--- config.mk ---
export PLATFORM = sky130hd
export DESIGN_NAME = microsequencer_stack
export DESIGN_NICKNAME = d
export VERILOG_FILES = /design/src/rtl/microsequencer_stack.sv
export SDC_FILE = /design/constraint.sdc
export NUM_CORES = 1
export LEC_CHECK = 0
export ABC_AREA = 1
export CORE_ASPECT_RATIO = 1.4
export CORE_MARGIN = 3
export CORE_UTILIZATION = 40
export DETAILED_ROUTE_END_ITERATION = 8
export PLACE_DENSITY = 0.69
export SYNTH_ARGS = -nofsm -noshare
export SYNTH_HDL_FRONTEND = slang
export SYNTH_SLANG_ARGS = --single-unit
--- constraint.sdc ---
create_clock -name clk -period 2.6 [get_ports clk]
set_input_delay 0.52 -clock clk [delete_from_list [all_inputs] [get_ports clk]]
set_output_delay 0.52 -clock clk [all_outputs]
set_load 0.05 [all_outputs]
--- src/rtl/microsequencer_stack.sv ---
// microsequencer_stack
//   Registered microsequencer for the Y86 microcoded control unit. It holds the
//   current microstate and picks the next microaddress from a 3-bit select code.
//   The select code covers hold, jump, two memory-ready waits with a timeout,
//   microsubroutine call/return on a small return stack, conditional branch and
//   increment.
//   A fault (stack overflow, stack underflow or wait timeout) diverts the
//   sequencer to FAULT_STATE. It also sets a sticky flag and latches the cause
//   of the first fault.
// Ports:
//   clk, reset      rising-edge clock, asynchronous active-high reset
//   sel             next-state select code
//   valN            target microaddress from the control ROM
//   icode           opcode used for WAIT_I dispatch
//   cond            branch condition
//   DMemReady       data memory ready (WAIT_D)
//   IMemReady       instruction memory ready (WAIT_I)
//   timeout_limit   stalled cycles before a timeout fault; 0 disables the timeout
//   state           registered microstate
//   nextState       combinational next microstate
//   waiting         a WAIT select is stalling this cycle and no fault is taken
//   fault           sticky fault flag
//   fault_cause     0 none, 1 overflow, 2 underflow, 3 timeout (first fault only)
//   depth           number of valid return-stack entries
module microsequencer_stack #(
  parameter int unsigned        STATE_W       = 6,
  parameter int unsigned        OPC_W         = 4,
  parameter logic [STATE_W-1:0] DISPATCH_BASE = 6'b110000,
  parameter logic [STATE_W-1:0] RESET_STATE   = '0,
  parameter logic [STATE_W-1:0] FAULT_STATE   = 6'b001111,
  parameter int unsigned        STACK_DEPTH   = 4,
  parameter int unsigned        TIMEOUT_W     = 8
) (
  input  logic                         clk,
  input  logic                         reset,
  input  logic [2:0]                   sel,
  input  logic [STATE_W-1:0]           valN,
  input  logic [OPC_W-1:0]             icode,
  input  logic                         cond,
  input  logic                         DMemReady,
  input  logic                         IMemReady,
  input  logic [TIMEOUT_W-1:0]         timeout_limit,
  output logic [STATE_W-1:0]           state,
  output logic [STATE_W-1:0]           nextState,
  output logic                         waiting,
  output logic                         fault,
  output logic [1:0]                   fault_cause,
  output logic [$clog2(STACK_DEPTH):0] depth
);

  localparam int unsigned AW = $clog2(STACK_DEPTH);
  localparam int unsigned DW = AW + 1;

  typedef enum logic [2:0] {
    SEL_HOLD   = 3'd0,
    SEL_JUMP   = 3'd1,
    SEL_WAIT_D = 3'd2,
    SEL_WAIT_I = 3'd3,
    SEL_CALL   = 3'd4,
    SEL_RET    = 3'd5,
    SEL_BRANCH = 3'd6,
    SEL_INC    = 3'd7
  } selT;

  typedef enum logic [1:0] {
    CAUSE_NONE = 2'd0,
    CAUSE_OVF  = 2'd1,
    CAUSE_UNF  = 2'd2,
    CAUSE_TMO  = 2'd3
  } causeT;

  logic [STATE_W-1:0]   stackMem [STACK_DEPTH];
  logic [STATE_W-1:0]   inc;
  logic [STATE_W-1:0]   dispatchAddr;
  logic [AW-1:0]        topIdx;
  logic [TIMEOUT_W-1:0] waitCnt;
  logic                 stalled;
  logic                 timeoutFire;
  logic                 push;
  logic                 pop;
  logic                 ovf;
  logic                 unf;
  logic                 faultNow;
  causeT                faultCause;
  causeT                newCause;

  assign inc          = state + STATE_W'(1);
  assign dispatchAddr = DISPATCH_BASE | STATE_W'(icode);
  // The top entry sits one below the stack pointer. When the stack is full the
  // low bits of depth are zero, so the subtraction wraps to the last slot.
  assign topIdx       = depth[AW-1:0] - AW'(1);

  assign stalled     = ((sel == 3'd2) && !DMemReady) || ((sel == 3'd3) && !IMemReady);
  assign timeoutFire = stalled && (timeout_limit != '0) &&
                       (waitCnt == timeout_limit - TIMEOUT_W'(1));
  assign waiting     = stalled && !timeoutFire;

  always_comb begin
    nextState = state;
    push      = 1'b0;
    pop       = 1'b0;
    ovf       = 1'b0;
    unf       = 1'b0;
    case (selT'(sel))
      SEL_HOLD:   nextState = state;
      SEL_JUMP:   nextState = valN;
      SEL_WAIT_D: if (DMemReady) nextState = valN;
      SEL_WAIT_I: if (IMemReady) nextState = dispatchAddr;
      SEL_CALL: begin
        if (depth == DW'(STACK_DEPTH)) begin
          ovf = 1'b1;
        end else begin
          push      = 1'b1;
          nextState = valN;
        end
      end
      SEL_RET: begin
        if (depth == '0) begin
          unf = 1'b1;
        end else begin
          pop       = 1'b1;
          nextState = stackMem[topIdx];
        end
      end
      SEL_BRANCH: nextState = cond ? valN : inc;
      SEL_INC:    nextState = inc;
      default:    nextState = state;
    endcase
    if (ovf || unf || timeoutFire) nextState = FAULT_STATE;
  end

  assign faultNow = ovf || unf || timeoutFire;
  assign newCause = ovf ? CAUSE_OVF : (unf ? CAUSE_UNF : CAUSE_TMO);

  // The stack contents are not reset. Only the pointer (depth) decides which
  // entries are valid.
  always_ff @(posedge clk) begin
    if (push) stackMem[depth[AW-1:0]] <= inc;
  end

  always_ff @(posedge clk or posedge reset) begin
    if (reset) begin
      state      <= RESET_STATE;
      depth      <= '0;
      waitCnt    <= '0;
      fault      <= 1'b0;
      faultCause <= CAUSE_NONE;
    end else begin
      state   <= nextState;
      waitCnt <= waiting ? waitCnt + TIMEOUT_W'(1) : '0;
      if (push)     depth <= depth + DW'(1);
      else if (pop) depth <= depth - DW'(1);
      if (faultNow) begin
        fault <= 1'b1;
        if (!fault) faultCause <= newCause;
      end
    end
  end

  assign fault_cause = faultCause;

endmodule

# After elaboration in Yosys (flattened, before gate mapping)
# Memory sizes are Yosys's and may differ from the RTL's.
# Cells that the tools add are included.
# op_classes
addsub,6
eq_ne,9
mux,22
n_bitwise,1
reduce_logical,16
# op_table
cell,count
$pmux 6 s8,1
$mux 6,6
$eq 3x3->1 const B,5
$mux 1,11
$add 8x1->8 const B,1
$eq 8x8->1,1
$mux 8,1
$reduce_bool 8->1,1
$sub 8x1->8 const B,1
$add 6x1->6 const B,1
$eq 3x2->1 const B,2
$logic_not 3->1,2
$mux 3,2
$logic_and 1x1->1,5
$add 3x1->3 const B,1
$eq 3x1->1 const B,1
$logic_not 1->1,3
$logic_or 1x1->1,3
$sub 3x1->3 const B,1
$mux 2,1
$reduce_and 2->1,1
$reduce_bool 2->1,1
$sub 2x1->2 const B,1
$not 1->1,1
# totals
regBits,20
mem_bits_rw,24
input_bits,26
output_inout_bits,19
wordCells,60
n_memories,1
# mem_list
name,depth,word_bits,read_ports,rd_ports_with_merged_regs,wr,line_no,source
stackMem,4,6,1,0,1,72,logic [STATE_W-1:0] stackMem [STACK_DEPTH];

# Logic depth before layout (Yosys ltp)
# logic_depth
ltp_word,8
mapped_depth,14
ltp_nobuf,14

# Worst setup path before layout
# Ideal clock, no wire load.
# synth_timing
path_kind,flip-flop to output port
start,reg depth[0]
end,out nextState[4]
arrival_time_ps,2721
required_time_ps,2080
path_slack_ps,-641
stages_incl_launch_ff,11
n_path_buf,2
cell_sequence,dfrtp_1 -> inv_1 -> clkbuf_1 -> ha_1 -> clkbuf_1 -> inv_1 -> nand3_1 -> nand3_1 -> o2111ai_1 -> nor2_1 -> nor2_1
# synth_via
elab_cells_between_ends,14
classes_between,add/sub: 1; eq/ne: 1; mux: 8; reduce/logical: 3; memory: 1
# synth_lines
item,line_no,source
start: declaration,48,output logic [$clog2(STACK_DEPTH):0] depth
start signal: assignment,151,if (push) depth <= depth + DW'(1);
start signal: assignment,152,else if (pop) depth <= depth - DW'(1);
$sub 2x1->2,91,assign topIdx = depth[AW-1:0] - AW'(1);
named net topIdx[0],75,logic [AW-1:0] topIdx;
$mem_v2 4x6,-,
$mux 6,118,if (depth == '0) begin
$pmux 6 s8,104,case (selT'(sel))
$mux 6,129,if (ovf || unf || timeoutFire) nextState = FAULT_STATE;
end: declaration,44,"output logic [STATE_W-1:0] nextState,"
# The timed path passes the listed nets, and every way through them passes these cells.

# Worst setup path in the final report
# layout_timing
start,reg depth[0]
end,out nextState[5]
# layout_via
elab_chain_cells,6
elab_cells_between_ends,14
classes_between,add/sub: 1; eq/ne: 1; mux: 8; reduce/logical: 3; memory: 1
# layout_lines
item,line_no
branches (longest 5 deep; another with $mem_v2 4x6),-
$mux 6 (*),129
# Every way passes the cells marked *.

==> impl_metrics.toml <==
[global_routing]
grt_antenna_before_repair = 0
grt_pass1_vias = 2446
grt_pass1_wl_um = 10800
overflow = 0
grt_start_max_net_pins = 21
track_usage_pct = 19.4

[logic_synthesis]
synth_area_leaders = "edfxtp_1 (29%), dfrtp_1 (20%), nand2_1 (13%), nor2_1 (7.9%), inv_1 (6.7%)"
yosysMostFrequentCell = "nand2_1"
synth_fp_nets = 357
synth_flop_cell = "edfxtp_1"
yosys.area.top_type_share_pct = 28.5
yosysSeqAreaShare_pct = 48.3
yosys_warnings = 0
yosys.area.top_type = "edfxtp_1"
syn_avg_cell_area_sq_um = 7.85
syn_area_sq_um = 2530
synth_edf_count = 24
ys_top_cells_by_count = "nand2_1 (86), nor2_1 (53), inv_1 (45)"
async_reset_ff_share_pct = 45.5
syn_inst = 322
ys_seq_elements = 44
ys_types = 27

[sta]
finalSetupViolCount = 0
max_freq_mhz = 397
hold_viol = 0
layout_min_cycle_time_ns = 2.52
clock_skew_ns = 0.00757
grt_setup_unrepaired = "yes"
finalMaxSlewViolations = 0
setup_ws_ns = 0.0814
worst_slew_pin_slew_ns = 0.526
slew_headroom_pct = 64.8
period_share_pct = 96.9

[floorplan]
start_util_pct = 42.2
pin_count = 45
die_h_um = 100
die_area_sq_um = 7320
fp-row-count = 33
core-area_sq_um = 5990
dieWidth_um = 73.2

[drt]
routed_via_density = 5.07
drcViolationCount = 0
vias = 2459
routedWlPerCell_um = 14.5
drt_pass1_iterations = 4
ant_nets = 0
drtIter0Drc = 159
drt-total-wl_um = 7020

[power]
powerDensity_nw_per_um2 = 903
vdd_drop_max_uv = 780
p_leak_nw = 1.72

[cells_and_area]
drive_gt1_share_pct = 28.4
syn_to_final_growth_pct = 48.6
final_cell_area_sq_um = 3760
fin_nets = 449
final_util_pct = 62.7
diodes = 0

[worst_setup_path]
path_buf_inv = 4
end_kind = "output port"
cp_slowest_cell = "dfrtp_2"
cp_cell_sequence = "inv_2, ha_4, inv_1, nor2_4, inv_2, nor2_4, nor2_4, nand2_2, nor2_2, nor2_1, nor2_2, nor2_4, buf_12"
crit_fanout = 2
required_ns = 2.08
cp_data_arrival_time_ns = 2.00
max_stage_delay_ns = 0.42
path_delay_family = "simple AND/OR/NAND/NOR gates"
setup.worst_path.class = "flip-flop to output port"
crit_path_frequent_cell = "nor2_4"
critical_path.startpoint_type = "flip-flop"

[clock_network]
root_buffer = "clkbuf_8"
cts_sinks = 44
cts-buffers-inserted = 5
clock_latency_ns = 0.30
cts_tree = "yes"
cts-htree-levels = 2
ctsHoldBuffers = 0
cts_buffer_depth = 2
clkSlewWorstSetupHoldPaths_ns = 0.09

[outcome]
status = "completed"

[place]
portBuffers = 44
place_area_sq_um = 3420
dp_slack_ns = -0.394
hpwl_um = 5170
place_congestion = 0.862

[flow_run]
maxCapViolations = 0

[min_path]
hold_path.class = "flip-flop to flip-flop"
## sequential cells by signal, indices dropped and copies added (netlist names)
| signal | cells |
|---|---|
| fault | 1 |
| fault_cause | 2 |
| state | 6 |
| stackMem | 24 |
| depth | 3 |
| waitCnt | 8 |
## worst paths after layout
kind	cells after the start	endpoint	startpoint	slack [ns]
worst max-delay path	13	nextState[5]	depth[0]	0.08
worst max register to register	11	depth[2]	depth[0]	0.69
worst min-delay path	2	fault_cause[0]	fault_cause[0]	0.50
worst min register to register	2	fault_cause[0]	fault_cause[0]	0.50
min in group asynchronous	3	state[5]	reset	0.55
max in group asynchronous	3	depth[0]	reset	1.82
## kinds of logic after synthesis
family                     Yosys count  synth area share, %
AOI/OAI and AO/OA                   26                 5.89
adders and majority gates            9                 4.75
DFF                                 44                 48.3
buffers and inverters               51                 7.57
and+or+nand+nor                    182                 30.0
xor gates and xnor gates            10                 3.47
## layer usage
layer,track usage (%),up-vias,part of all wire [%]
met1,20.7,1166,36
met3,4.21,7,5.7
met2,36.7,72,57
met4,6.53,0,1.1
li1,-,1214,-
met5,0,-,0
## what timing repair did
| action | in CTS | in global routing |
|---|---|---|
| setup buffers | 4 | 4 |
| hold endpoints to repair | 0 | 0 |
| resized for setup | 45 | 37 |
| cloned | 0 | 0 |
| pin swaps | 16 | 17 |
| endpoints found under the setup margin | 7 | 7 |
## report_power, final
group	leakage, nW	total (mW)	switching, mW	internal [mW]
clock	0.0548	0.539	0.249	0.289
combinational	1.19	1.85	1.13	0.713
sequential	0.474	1.01	0.103	0.903
total	1.72	3.39	1.49	1.91
## cell type report
cell class,instances,area [sq um]
tap,70,87.6
sequential,44,1220
multi-input combinational,227,1320
inverter,48,190
clock buffer,5,68.8
timing repair buffer,88,822
clock inverter,3,46.3
fill,499,2230
## worst register-to-register path, cell delays in order, from the launching register on
cell and delay (ns):
dfrtp_2 0.38, inv_2 0.05, ha_4 0.15, nand2_1 0.11
nand4_2 0.10, buf_4 0.15, buf_4 0.15, fa_1 0.36
inv_1 0.07, nand3_1 0.07, o21ai_0 0.10, xor2_1 0.16
## per-stage QoR
stage / TNS (ns) / hold slack [ns] / power (mW) / cells
floorplan: 0 / 0.470 / 1.99 / 322
global placement: -2.33 / 0.472 / 2.65 / 469
detailed placement: -2.49 / 0.478 / 2.68 / 469
CTS: 0 / 0.506 / 3.29 / 481
global route: -0.0748 / 0.537 / 3.58 / 485
finish: 0 / 0.497 / 3.39 / 485
## cells in the final DEF, fill, tap and decap left out, drive strengths merged, types with 2 or more instances in the layout
cell type,n
nand2,89
nor2,56
buf,53
inv,49
nand3,28
clkdlybuf4s50,24
edfxtp,24
dfrtp,20
o21ai,11
a21oi,9
ha,8
clkbuf,8
xor2,7
dlygate4sd2,6
nand4,4
nor3,3
xnor2,3
o22ai,2
No activity file was read; power rests on OpenSTA's default activity.
